==> config.mk <==
export PLATFORM = sky130hd
export DESIGN_NAME = pipe_reg_skid
export DESIGN_NICKNAME = d
export VERILOG_FILES = /design/src/rtl/pipe_reg_skid.sv
export SDC_FILE = /design/constraint.sdc
export NUM_CORES = 1
export LEC_CHECK = 0
export ABC_AREA = 1
export ABC_CLOCK_PERIOD_IN_PS = 2009
export BUFFER_PORTS_ARGS = -buffer_cell sky130_fd_sc_hd__clkbuf_2
export CAP_MARGIN = 20
export CORE_AREA = 2 2 78 95
export DETAILED_ROUTE_END_ITERATION = 6
export DIE_AREA = 0 0 80 97
export PLACE_DENSITY = 0.88
export REMOVE_ABC_BUFFERS = 1
export SLEW_MARGIN = 20
export SYNTH_ARGS = -nofsm -noshare
export SYNTH_HDL_FRONTEND = slang
export SYNTH_SLANG_ARGS = --single-unit
==> constraint.sdc <==
create_clock -name Clk -period 2.01 [get_ports Clk]
set_clock_uncertainty 0.15 [all_clocks]
set_input_delay 0.402 -clock Clk [delete_from_list [all_inputs] [get_ports Clk]]
set_output_delay 0.402 -clock Clk [all_outputs]
set_load 0.05 [all_outputs]
==> src/rtl/pipe_reg_skid.sv <==
// pipe_reg_skid: pipeline-stage register with a valid/ready handshake and a
// one-entry skid buffer. A downstream stall costs at most one extra entry,
// so In_Ready can be a pure register decode with no input-to-output path.
// Flush empties the stage and reloads both data registers with RESET_VAL.
// NEG_EDGE selects which clock edge updates the state.
module pipe_reg_skid #(
  parameter int               WIDTH     = 32,
  parameter logic [WIDTH-1:0] RESET_VAL = {WIDTH{1'b0}},
  parameter bit               NEG_EDGE  = 1'b1
) (
  input  logic             Clk,
  input  logic             Clrn,
  input  logic             Flush,
  input  logic [WIDTH-1:0] D,
  input  logic             In_Valid,
  output logic             In_Ready,
  output logic [WIDTH-1:0] Q,
  output logic [WIDTH-1:0] Qn,
  output logic             Out_Valid,
  input  logic             Out_Ready,
  output logic [1:0]       Count
);

  typedef enum logic [1:0] {
    ST_EMPTY = 2'd0,
    ST_ONE   = 2'd1,
    ST_TWO   = 2'd2
  } state_t;

  state_t           state_r;
  state_t           state_nxt_s;
  logic [WIDTH-1:0] m_r;
  logic [WIDTH-1:0] m_nxt_s;
  logic [WIDTH-1:0] s_r;
  logic [WIDTH-1:0] s_nxt_s;
  logic             accept_s;
  logic             consume_s;

  // Handshake flags and outputs decode only from the registered state
  assign Out_Valid = (state_r != ST_EMPTY);
  assign In_Ready  = (state_r != ST_TWO);
  assign Count     = (state_r == ST_TWO) ? 2'd2 :
                     (state_r == ST_ONE) ? 2'd1 : 2'd0;
  assign Q         = m_r;
  assign Qn        = ~m_r;
  assign accept_s  = In_Valid & In_Ready;
  assign consume_s = Out_Valid & Out_Ready;

  // Next-state and next-data selection; flush overrides every handshake
  always_comb begin
    state_nxt_s = state_r;
    m_nxt_s     = m_r;
    s_nxt_s     = s_r;
    if (Flush) begin
      state_nxt_s = ST_EMPTY;
      m_nxt_s     = RESET_VAL;
      s_nxt_s     = RESET_VAL;
    end else begin
      case (state_r)
        ST_EMPTY: begin
          if (accept_s) begin
            m_nxt_s     = D;
            state_nxt_s = ST_ONE;
          end else begin
            state_nxt_s = ST_EMPTY;
          end
        end
        ST_ONE: begin
          if (accept_s && consume_s) begin
            m_nxt_s     = D;
            state_nxt_s = ST_ONE;
          end else if (consume_s) begin
            // main register keeps its stale value while empty
            state_nxt_s = ST_EMPTY;
          end else if (accept_s) begin
            s_nxt_s     = D;
            state_nxt_s = ST_TWO;
          end else begin
            state_nxt_s = ST_ONE;
          end
        end
        ST_TWO: begin
          if (consume_s) begin
            // skid item moves up; it is older than anything upstream
            m_nxt_s     = s_r;
            state_nxt_s = ST_ONE;
          end else begin
            state_nxt_s = ST_TWO;
          end
        end
        default: begin
          state_nxt_s = ST_EMPTY;
          m_nxt_s     = RESET_VAL;
          s_nxt_s     = RESET_VAL;
        end
      endcase
    end
  end

  generate
    if (NEG_EDGE) begin : g_neg
      // State and data registers, updated on the falling clock edge
      always_ff @(negedge Clk or negedge Clrn) begin
        if (!Clrn) begin
          state_r <= ST_EMPTY;
          m_r     <= RESET_VAL;
          s_r     <= RESET_VAL;
        end else begin
          state_r <= state_nxt_s;
          m_r     <= m_nxt_s;
          s_r     <= s_nxt_s;
        end
      end
    end else begin : g_pos
      // State and data registers, updated on the rising clock edge
      always_ff @(posedge Clk or negedge Clrn) begin
        if (!Clrn) begin
          state_r <= ST_EMPTY;
          m_r     <= RESET_VAL;
          s_r     <= RESET_VAL;
        end else begin
          state_r <= state_nxt_s;
          m_r     <= m_nxt_s;
          s_r     <= s_nxt_s;
        end
      end
    end
  endgenerate

endmodule

==> impl_metrics.json, run 1 <==
{
  "status": "did not finish",
  "haltStage": "global routing (5_1_grt)",
  "error": "[ERROR DPL-0033] detailed placement checks failed during check placement.",
  "post_synth.cell_area_avg_um2": 6.982,
  "pin_count": 105,
  "cts_htree_levels": 3,
  "tritoncts.num_buffers": 9,
  "cts_sinks": 66,
  "dp_hpwl_mm": 5.822,
  "cts_hold_buf": 0,
  "die_height_um": 97,
  "netlist_cell_types": 16,
  "routabilityCongestion": 0.8263,
  "timing.grt.repair.worst_endpoint": "Count[1]",
  "clockBufferDepth": 2,
  "grt_max_degree": 57,
  "grt_antenna_before_repair": 0,
  "synth_warnings": 0,
  "rows": 33,
  "cell_area_after_synthesis_um2": 3393,
  "die_width_um": 80,
  "synth_cells": 486,
  "synth_seq_area_share_pct": 48.67,
  "post-place-cells": 678,
  "initial_utilization_pct": 50.11,
  "ys_ff_latch": 66,
  "numPortBuffers": 104,
  "worst_endpoint_kind": "top-level output",
  "cts.root.buffer_cell": "sky130_fd_sc_hd__clkbuf_8"
}
## per-stage QoR
| stage | setup slack, ns | area [um^2] | hold WS, ns | setup TNS [ns] |
|---|---|---|---|---|
| 2_1_floorplan | -1.664 | 3264 | 0.2531 | -121.75 |
| 3_3_place_gp | -1.056 | 4169 | 0.2638 | -66.23 |
| 3_5_place_dp | -1.152 | 4169 | 0.2695 | -70.54 |
| 4_1_cts | -0.7997 | 5594 | 0.2707 | -53.33 |
## cells in the mapped netlist (all sizes together)
library cell / number / area, um^2
o21ai: 1 / 8.760
dfrtn: 66 / 1652
inv: 43 / 161.4
clkbuf: 16 / 60.06
nor4: 1 / 6.260
nand2: 199 / 747.0
a21oi: 1 / 5.000
nor2: 42 / 165.2
nand3: 100 / 505.5
buf: 14 / 68.81
clkinv: 1 / 3.750
nor3: 2 / 10.01
## cell families after synthesis
kind of cell	synth area share, %
AOI/OAI and AO/OA	0.4055
and+or+nand+nor	42.26
buffers and inverters	8.665
DFF	48.67
## timing repair
item                       4_1_cts
gates cloned                     9
setup endpoints to repair      132
pin swaps                       15
resized for setup              218
buffers inserted                21
==> run 2: changes to the inputs <==
--- a/config.mk
+++ b/config.mk
@@ -9,10 +9,10 @@
 export ABC_CLOCK_PERIOD_IN_PS = 2009
 export BUFFER_PORTS_ARGS = -buffer_cell sky130_fd_sc_hd__clkbuf_2
 export CAP_MARGIN = 20
-export CORE_AREA = 2 2 78 95
+export CORE_AREA = 2 2 96 98
 export DETAILED_ROUTE_END_ITERATION = 6
-export DIE_AREA = 0 0 80 97
-export PLACE_DENSITY = 0.88
+export DIE_AREA = 0 0 98 100
+export PLACE_DENSITY_LB_ADDON = 0.15
 export REMOVE_ABC_BUFFERS = 1
 export SLEW_MARGIN = 20
 export SYNTH_ARGS = -nofsm -noshare
==> run 2 against run 1 <==
  * Area after synthesis unchanged
  * Synthesized cell count unchanged
  * The flow now finishes, with violations (negative setup slack)
==> impl_metrics.json, run 2 <==
{
  "synth_largest_type_area_fraction_pct": 48.67,
  "maxCapViolations": 0,
  "hold-path-cell-count": 2,
  "cts.root.buffer_cell": "sky130_fd_sc_hd__clkbuf_8",
  "vias_in_the_first_global_route": 4029,
  "detail_route.vias_per_cell": 5.275,
  "synth_area_leader_cell": "sky130_fd_sc_hd__dfrtn_1",
  "routabilityCongestion": 0.7855,
  "holdPathEnd": "s_r[11]",
  "clockBufferDepth": 2,
  "initial_utilization_pct": 38.17,
  "timing_max_transition_violations_final": 0,
  "placeableCoreArea_um2": 8890,
  "diodes": 0,
  "commonest_non_fill_non_tap_cell_in_the_layout": "sky130_fd_sc_hd__nand2_1",
  "synth_warnings": 0,
  "finalNetCount": 691,
  "slew_headroom_pct": 68.14,
  "grt_antenna_before_repair": 0,
  "synth_edf_count": 0,
  "dp_hpwl_mm": 6.130,
  "rr_worst_depth": 10,
  "r2r-start": "state_r[0]",
  "worstPathMaxFanout": 3,
  "grt_max_degree": 38,
  "drc_errors": 0,
  "power.density_nw_per_um2": 706.5,
  "routed-via-count": 4062,
  "critPathLaunchType": "register",
  "postSynth.topFlopCell": "sky130_fd_sc_hd__dfrtn_1",
  "holdCritStartpoint": "s_r[11]",
  "final_layout_size_suffix_gt1_share_pct": 56.75,
  "postSynth.asyncResetShare_pct": 100.0,
  "top_cells_by_area_in_the_synthesized_netlist": "sky130_fd_sc_hd__dfrtn_1 49%, sky130_fd_sc_hd__nand2_1 22%, sky130_fd_sc_hd__nand3_1 15%, sky130_fd_sc_hd__inv_1 4.5%, sky130_fd_sc_hd__nor2_1 4.5%",
  "postLayoutCellArea_um2": 6459,
  "clock_edge_transition_at_the_registers_on_the_reported_setup_and_hold_paths_ns": 0.05,
  "die_height_um": 100,
  "numPortBuffers": 104,
  "netlist_cell_types": 16,
  "violated_checks": "negative setup slack",
  "gr-usage-all-layers_pct": 27.09,
  "critical_path.endpoint_type": "output pin",
  "gr_ovfl_total": 0,
  "fillerInstances": 657,
  "hold_path.class": "register to register",
  "post_synth_most_frequent_cells": "199 x sky130_fd_sc_hd__nand2_1, 99 x sky130_fd_sc_hd__nand3_1, 66 x sky130_fd_sc_hd__dfrtn_1",
  "tritoncts.num_buffers": 9,
  "synth.most_common_cell": "sky130_fd_sc_hd__nand2_1",
  "grt_pass1_wl_mm": 20.63,
  "status": "finished with violations",
  "avgRoutedWirePerCell_um": 17.55,
  "p_total_mw": 4.563,
  "rsz_0062_raised_after_global_routing": "yes",
  "synth_seq_area_share_pct": 48.67,
  "tightestPinTransition_ns": 0.4779,
  "cts_sinks": 66,
  "worst_ep_required_time_ns": 1.46,
  "post-place-cells": 703,
  "clock_insertion_delay_worst_skew_ns": 0.34,
  "timing.rr.end": "s_r[2]",
  "worstSetupPathType": "register to output pin",
  "die_width_um": 98,
  "critical_path_arrival_ns": 2.24,
  "final_cells": 770,
  "ys_ff_latch": 66,
  "pin_count": 105,
  "static-leakage-power_nw": 3.332,
  "worst_hold_slack_ns": 0.2781,
  "routed_wirelength_mm": 13.51,
  "detailed_place.area_um2": 4247,
  "synth_cells": 486,
  "tns_ns": -57.56,
  "firstDrtPassIters": 4,
  "vdd_drop_max_mv": 0.3871,
  "fp.dieArea_um2": 9800,
  "final-setup-viol-count": 133,
  "cts_hold_buf": 0,
  "rows": 35,
  "cts_tree": "done",
  "syn2layout_area_growth_pct": 90.34,
  "cell_area_after_synthesis_um2": 3393,
  "cts_htree_levels": 3,
  "setup_slack_reg_to_reg_ns": -0.17,
  "timing_hold_violations_final": 0,
  "post_synth.cell_area_avg_um2": 6.982,
  "detail_route.iter0.violations": 311,
  "final_antenna_net_count": 0,
  "finalWorstSetupSlack_ns": -0.7858,
  "final_cell_mix": "152 x sky130_fd_sc_hd__nand2_1, 71 x sky130_fd_sc_hd__buf_8, 66 x sky130_fd_sc_hd__dfrtn_1"
}
-- run 2: cell counts after synthesis --
Identical to the previous run, type by type.
-- run 2: area by class of cell --
| type | count | area, um^2 | share of cell area [%] |
|---|---|---|---|
| inverters | 44 | 177.7 | 2.751 |
| multi-input cells | 348 | 2092 | 32.39 |
| clock buffers | 10 | 137.6 | 2.131 |
| clock inverters | 6 | 66.31 | 1.027 |
| flip-flops and latches | 66 | 1652 | 25.57 |
| well taps | 111 | 138.9 | 2.150 |
| repair buffers | 185 | 2195 | 33.98 |
-- run 2: worst max path at each step --
stage / cells after the start / start / end
floorplan: 5 / Flush / Q[0]
global placement: 7 / Flush / Q[12]
detailed placement: 7 / Flush / Q[12]
CTS: 4 / state_r[1] / In_Ready
global route: 5 / state_r[1] / Count[0]
finish: 4 / state_r[1] / In_Ready
-- run 2: metrics by stage --
step | util (%) | setup slack, ns
floorplan | - | -1.664
global placement | 47.71 | -1.199
detailed placement | 47.77 | -0.8143
CTS | 68.84 | -0.7861
global route | 72.65 | -0.8175
finish | 72.65 | -0.7858
-- run 2: kinds of logic after synthesis --
| logic type | share of synthesized area, % |
|---|---|
| and+or+nand+nor | 42.26 |
| buffers and inverters | 8.665 |
| DFF | 48.67 |
| AOI/OAI and AO/OA | 0.4055 |
-- run 2: critical path: stages (launching register included) --
cell and delay [ns]:
sky130_fd_sc_hd__dfrtn_1 0.43, sky130_fd_sc_hd__inv_2 0.06, sky130_fd_sc_hd__nor2_4 0.18, sky130_fd_sc_hd__inv_2 0.08, sky130_fd_sc_hd__buf_8 0.15
-- run 2: power by group --
part / internal (mW) / leakage, nW / switching, mW / total, mW
clock network: 0.606 / 0.0945 / 0.581 / 1.19
registers: 1.44 / 0.881 / 0.120 / 1.56
logic: 0.764 / 2.36 / 1.05 / 1.81
-- run 2: what timing repair did --
action,4_1_cts,5_1_grt
setup buffers,29,15
pin swaps,32,29
endpoints found under the setup margin,133,133
gates resized for setup,277,165
gates cloned,12,1
-- run 2: metal layers --
layer  vias up  share of wire [%]  GRT usage, %
li1       1855                  -             -
met1      2013                 41         34.17
met2       172                 52         47.68
met3        22                5.1         3.830
met4         0                2.1         9.722
met5         -                  0             0
No activity file was read; power rests on OpenSTA's default activity.
==> run 3: changes to the inputs <==
--- a/config.mk
+++ b/config.mk
@@ -14,6 +14,7 @@
 export DIE_AREA = 0 0 98 100
 export PLACE_DENSITY_LB_ADDON = 0.15
 export REMOVE_ABC_BUFFERS = 1
+export SETUP_SLACK_MARGIN = 0.3
 export SLEW_MARGIN = 20
 export SYNTH_ARGS = -nofsm -noshare
 export SYNTH_HDL_FRONTEND = slang
==> run 3 against run 2 <==
  * The run still ends with negative setup slack left
  * Power increased by 1.3%
  * Combinational power grew 4%
  * Worst setup slack improved by 0.012 ns
  * Utilization grew 2.1 points
  * Critical endpoint is now Count[0]
  * Largest power group unchanged
==> impl_metrics.json, run 3 (synthesis results as in run 2) <==
{
  "grt_antenna_before_repair": 0,
  "pin_count": 105,
  "status": "finished with violations",
  "detail_route.iter0.violations": 376,
  "critPathLaunchType": "register",
  "grt_pass1_wl_mm": 20.84,
  "grt_max_degree": 38,
  "dp_hpwl_mm": 6.130,
  "clock_edge_transition_at_the_registers_on_the_reported_setup_and_hold_paths_ns": 0.05,
  "finalNetCount": 695,
  "gr-usage-all-layers_pct": 27.38,
  "placeableCoreArea_um2": 8890,
  "firstDrtPassIters": 5,
  "slew_headroom_pct": 69.12,
  "static-leakage-power_nw": 3.423,
  "syn2layout_area_growth_pct": 95.72,
  "gr_ovfl_total": 0,
  "vias_in_the_first_global_route": 4076,
  "finalWorstSetupSlack_ns": -0.7738,
  "die_width_um": 98,
  "drc_errors": 0,
  "power.share.switching_pct": 38.30,
  "final_antenna_net_count": 0,
  "clock_insertion_delay_worst_skew_ns": 0.34,
  "timing_max_transition_violations_final": 0,
  "cts_tree": "done",
  "vdd_drop_max_mv": 0.3964,
  "rows": 35,
  "timing_hold_violations_final": 0,
  "p_seq_share_pct": 33.9,
  "groute.layer.met3.usage_pct": 3.900,
  "routed-via-count": 4130,
  "worstPathMaxFanout": 2,
  "routed_wirelength_mm": 13.67,
  "fp.dieArea_um2": 9800,
  "cts_htree_levels": 3,
  "intPower_mw": 2.852,
  "routabilityCongestion": 0.7855,
  "violated_checks": "negative setup slack",
  "tritoncts.num_buffers": 9,
  "critical_path.endpoint_type": "output pin",
  "power_switching_mw": 1.770,
  "detailed_place.area_um2": 4247,
  "hold_path.class": "register to register",
  "tns_ns": -60.44,
  "clockBufferDepth": 2,
  "final_cell_mix": "135 x sky130_fd_sc_hd__nand2_1, 71 x sky130_fd_sc_hd__buf_8, 66 x sky130_fd_sc_hd__dfrtn_1",
  "layout.core_utilization_pct": 74.71,
  "power.share.clock_pct": 25.5,
  "numPortBuffers": 104,
  "postLayoutCellArea_um2": 6641,
  "cts_hold_buf": 0,
  "detail_route.vias_per_cell": 5.336,
  "cts.root.buffer_cell": "sky130_fd_sc_hd__clkbuf_8",
  "initial_utilization_pct": 38.17,
  "fillerInstances": 625,
  "rsz_0062_raised_after_global_routing": "yes",
  "avgRoutedWirePerCell_um": 17.66,
  "maxCapViolations": 0,
  "grtUsageMet1_pct": 34.23,
  "critical_path_arrival_ns": 2.23,
  "final_layout_size_suffix_gt1_share_pct": 59.43,
  "grt-busiest-layer": "met2",
  "power.density_nw_per_um2": 695.9,
  "diodes": 0,
  "commonest_non_fill_non_tap_cell_in_the_layout": "sky130_fd_sc_hd__nand2_1",
  "worstSetupPathType": "register to output pin",
  "gr-usage-met2_pct": 48.58,
  "worst_ep_required_time_ns": 1.46,
  "combPwrFrac_pct": 40.6,
  "tightestPinTransition_ns": 0.4632,
  "final-setup-viol-count": 133,
  "die_height_um": 100,
  "cts_sinks": 66
}
[run 3: cell types whose count changed in the layout (fill, tap and decap cells not counted), sizes merged]
cell / previous run / this run
buf: 149 / 152
clkbuf: 46 / 47
[run 3: worst max-delay path, cell delays in order (launching register included)]
cell and delay (ns):
sky130_fd_sc_hd__dfrtn_1 0.43, sky130_fd_sc_hd__inv_2 0.06, sky130_fd_sc_hd__buf_4 0.14, sky130_fd_sc_hd__nand2_2 0.08
sky130_fd_sc_hd__inv_2 0.05, sky130_fd_sc_hd__buf_12 0.14
[run 3: power by group through the flow]
| stage | Sequential, mW | Clock (mW) | Combinational (mW) |
|---|---|---|---|
| 2_1_floorplan | 1.76 | 0 | 0.510 |
| 3_3_place_gp | 1.53 | 0 | 1.10 |
| 3_5_place_dp | 1.54 | 0 | 1.11 |
| 4_1_cts | 1.53 | 1.19 | 1.65 |
| 5_1_grt | 1.58 | 1.24 | 1.95 |
| 6_report | 1.57 | 1.18 | 1.88 |
[run 3: path summary, 6_finish.rpt]
check	startpoint	to	slack (ns)	depth (start not counted)
min	s_r[11]	s_r[11]	0.28	2
min in group asynchronous	Clrn	Q[15]	0.79	2
max	state_r[1]	Count[0]	-0.77	5
max reg2reg	state_r[0]	s_r[16]	-0.18	10
min reg2reg	s_r[11]	s_r[11]	0.28	2
max in group asynchronous	Clrn	s_r[11]	0.65	2
[run 3: repair_timing]
| item | in CTS | in global routing |
|---|---|---|
| resized for setup | 286 | 173 |
| buffers inserted | 30 | 12 |
| gates cloned | 12 | 1 |
| pin swaps | 35 | 34 |
| setup endpoints to repair | 134 | 134 |
[run 3: per-layer routing]
layer | vias to the layer above | part of all wire [%]
li1 | 1862 | -
met1 | 2034 | 40
met2 | 200 | 51
met3 | 34 | 6.3
met4 | 0 | 2.4
met5 | - | 0
[run 3: metrics by stage]
| step | std cells | hold slack, ns | total power [mW] | setup slack (ns) |
|---|---|---|---|---|
| after floorplan | 456 | 0.2531 | 2.268 | -1.664 |
| after global placement | 703 | 0.2641 | 2.638 | -1.199 |
| after detailed placement | 703 | 0.2703 | 2.651 | -0.8143 |
| after CTS | 761 | 0.2732 | 4.366 | -0.7861 |
| after global routing | 774 | 0.3012 | 4.776 | -0.8254 |
| final | 774 | 0.2778 | 4.621 | -0.7738 |
[run 3: area by class of cell]
cell class / count / area [um^2] / share of cell area (%)
multi-input cells: 348 / 2168 / 32.65
inverters: 44 / 177.7 / 2.675
repair buffers: 189 / 2301 / 34.65
clock inverters: 6 / 66.31 / 0.9985
flip-flops and latches: 66 / 1652 / 24.87
well taps: 111 / 138.9 / 2.091
clock buffers: 10 / 137.6 / 2.072
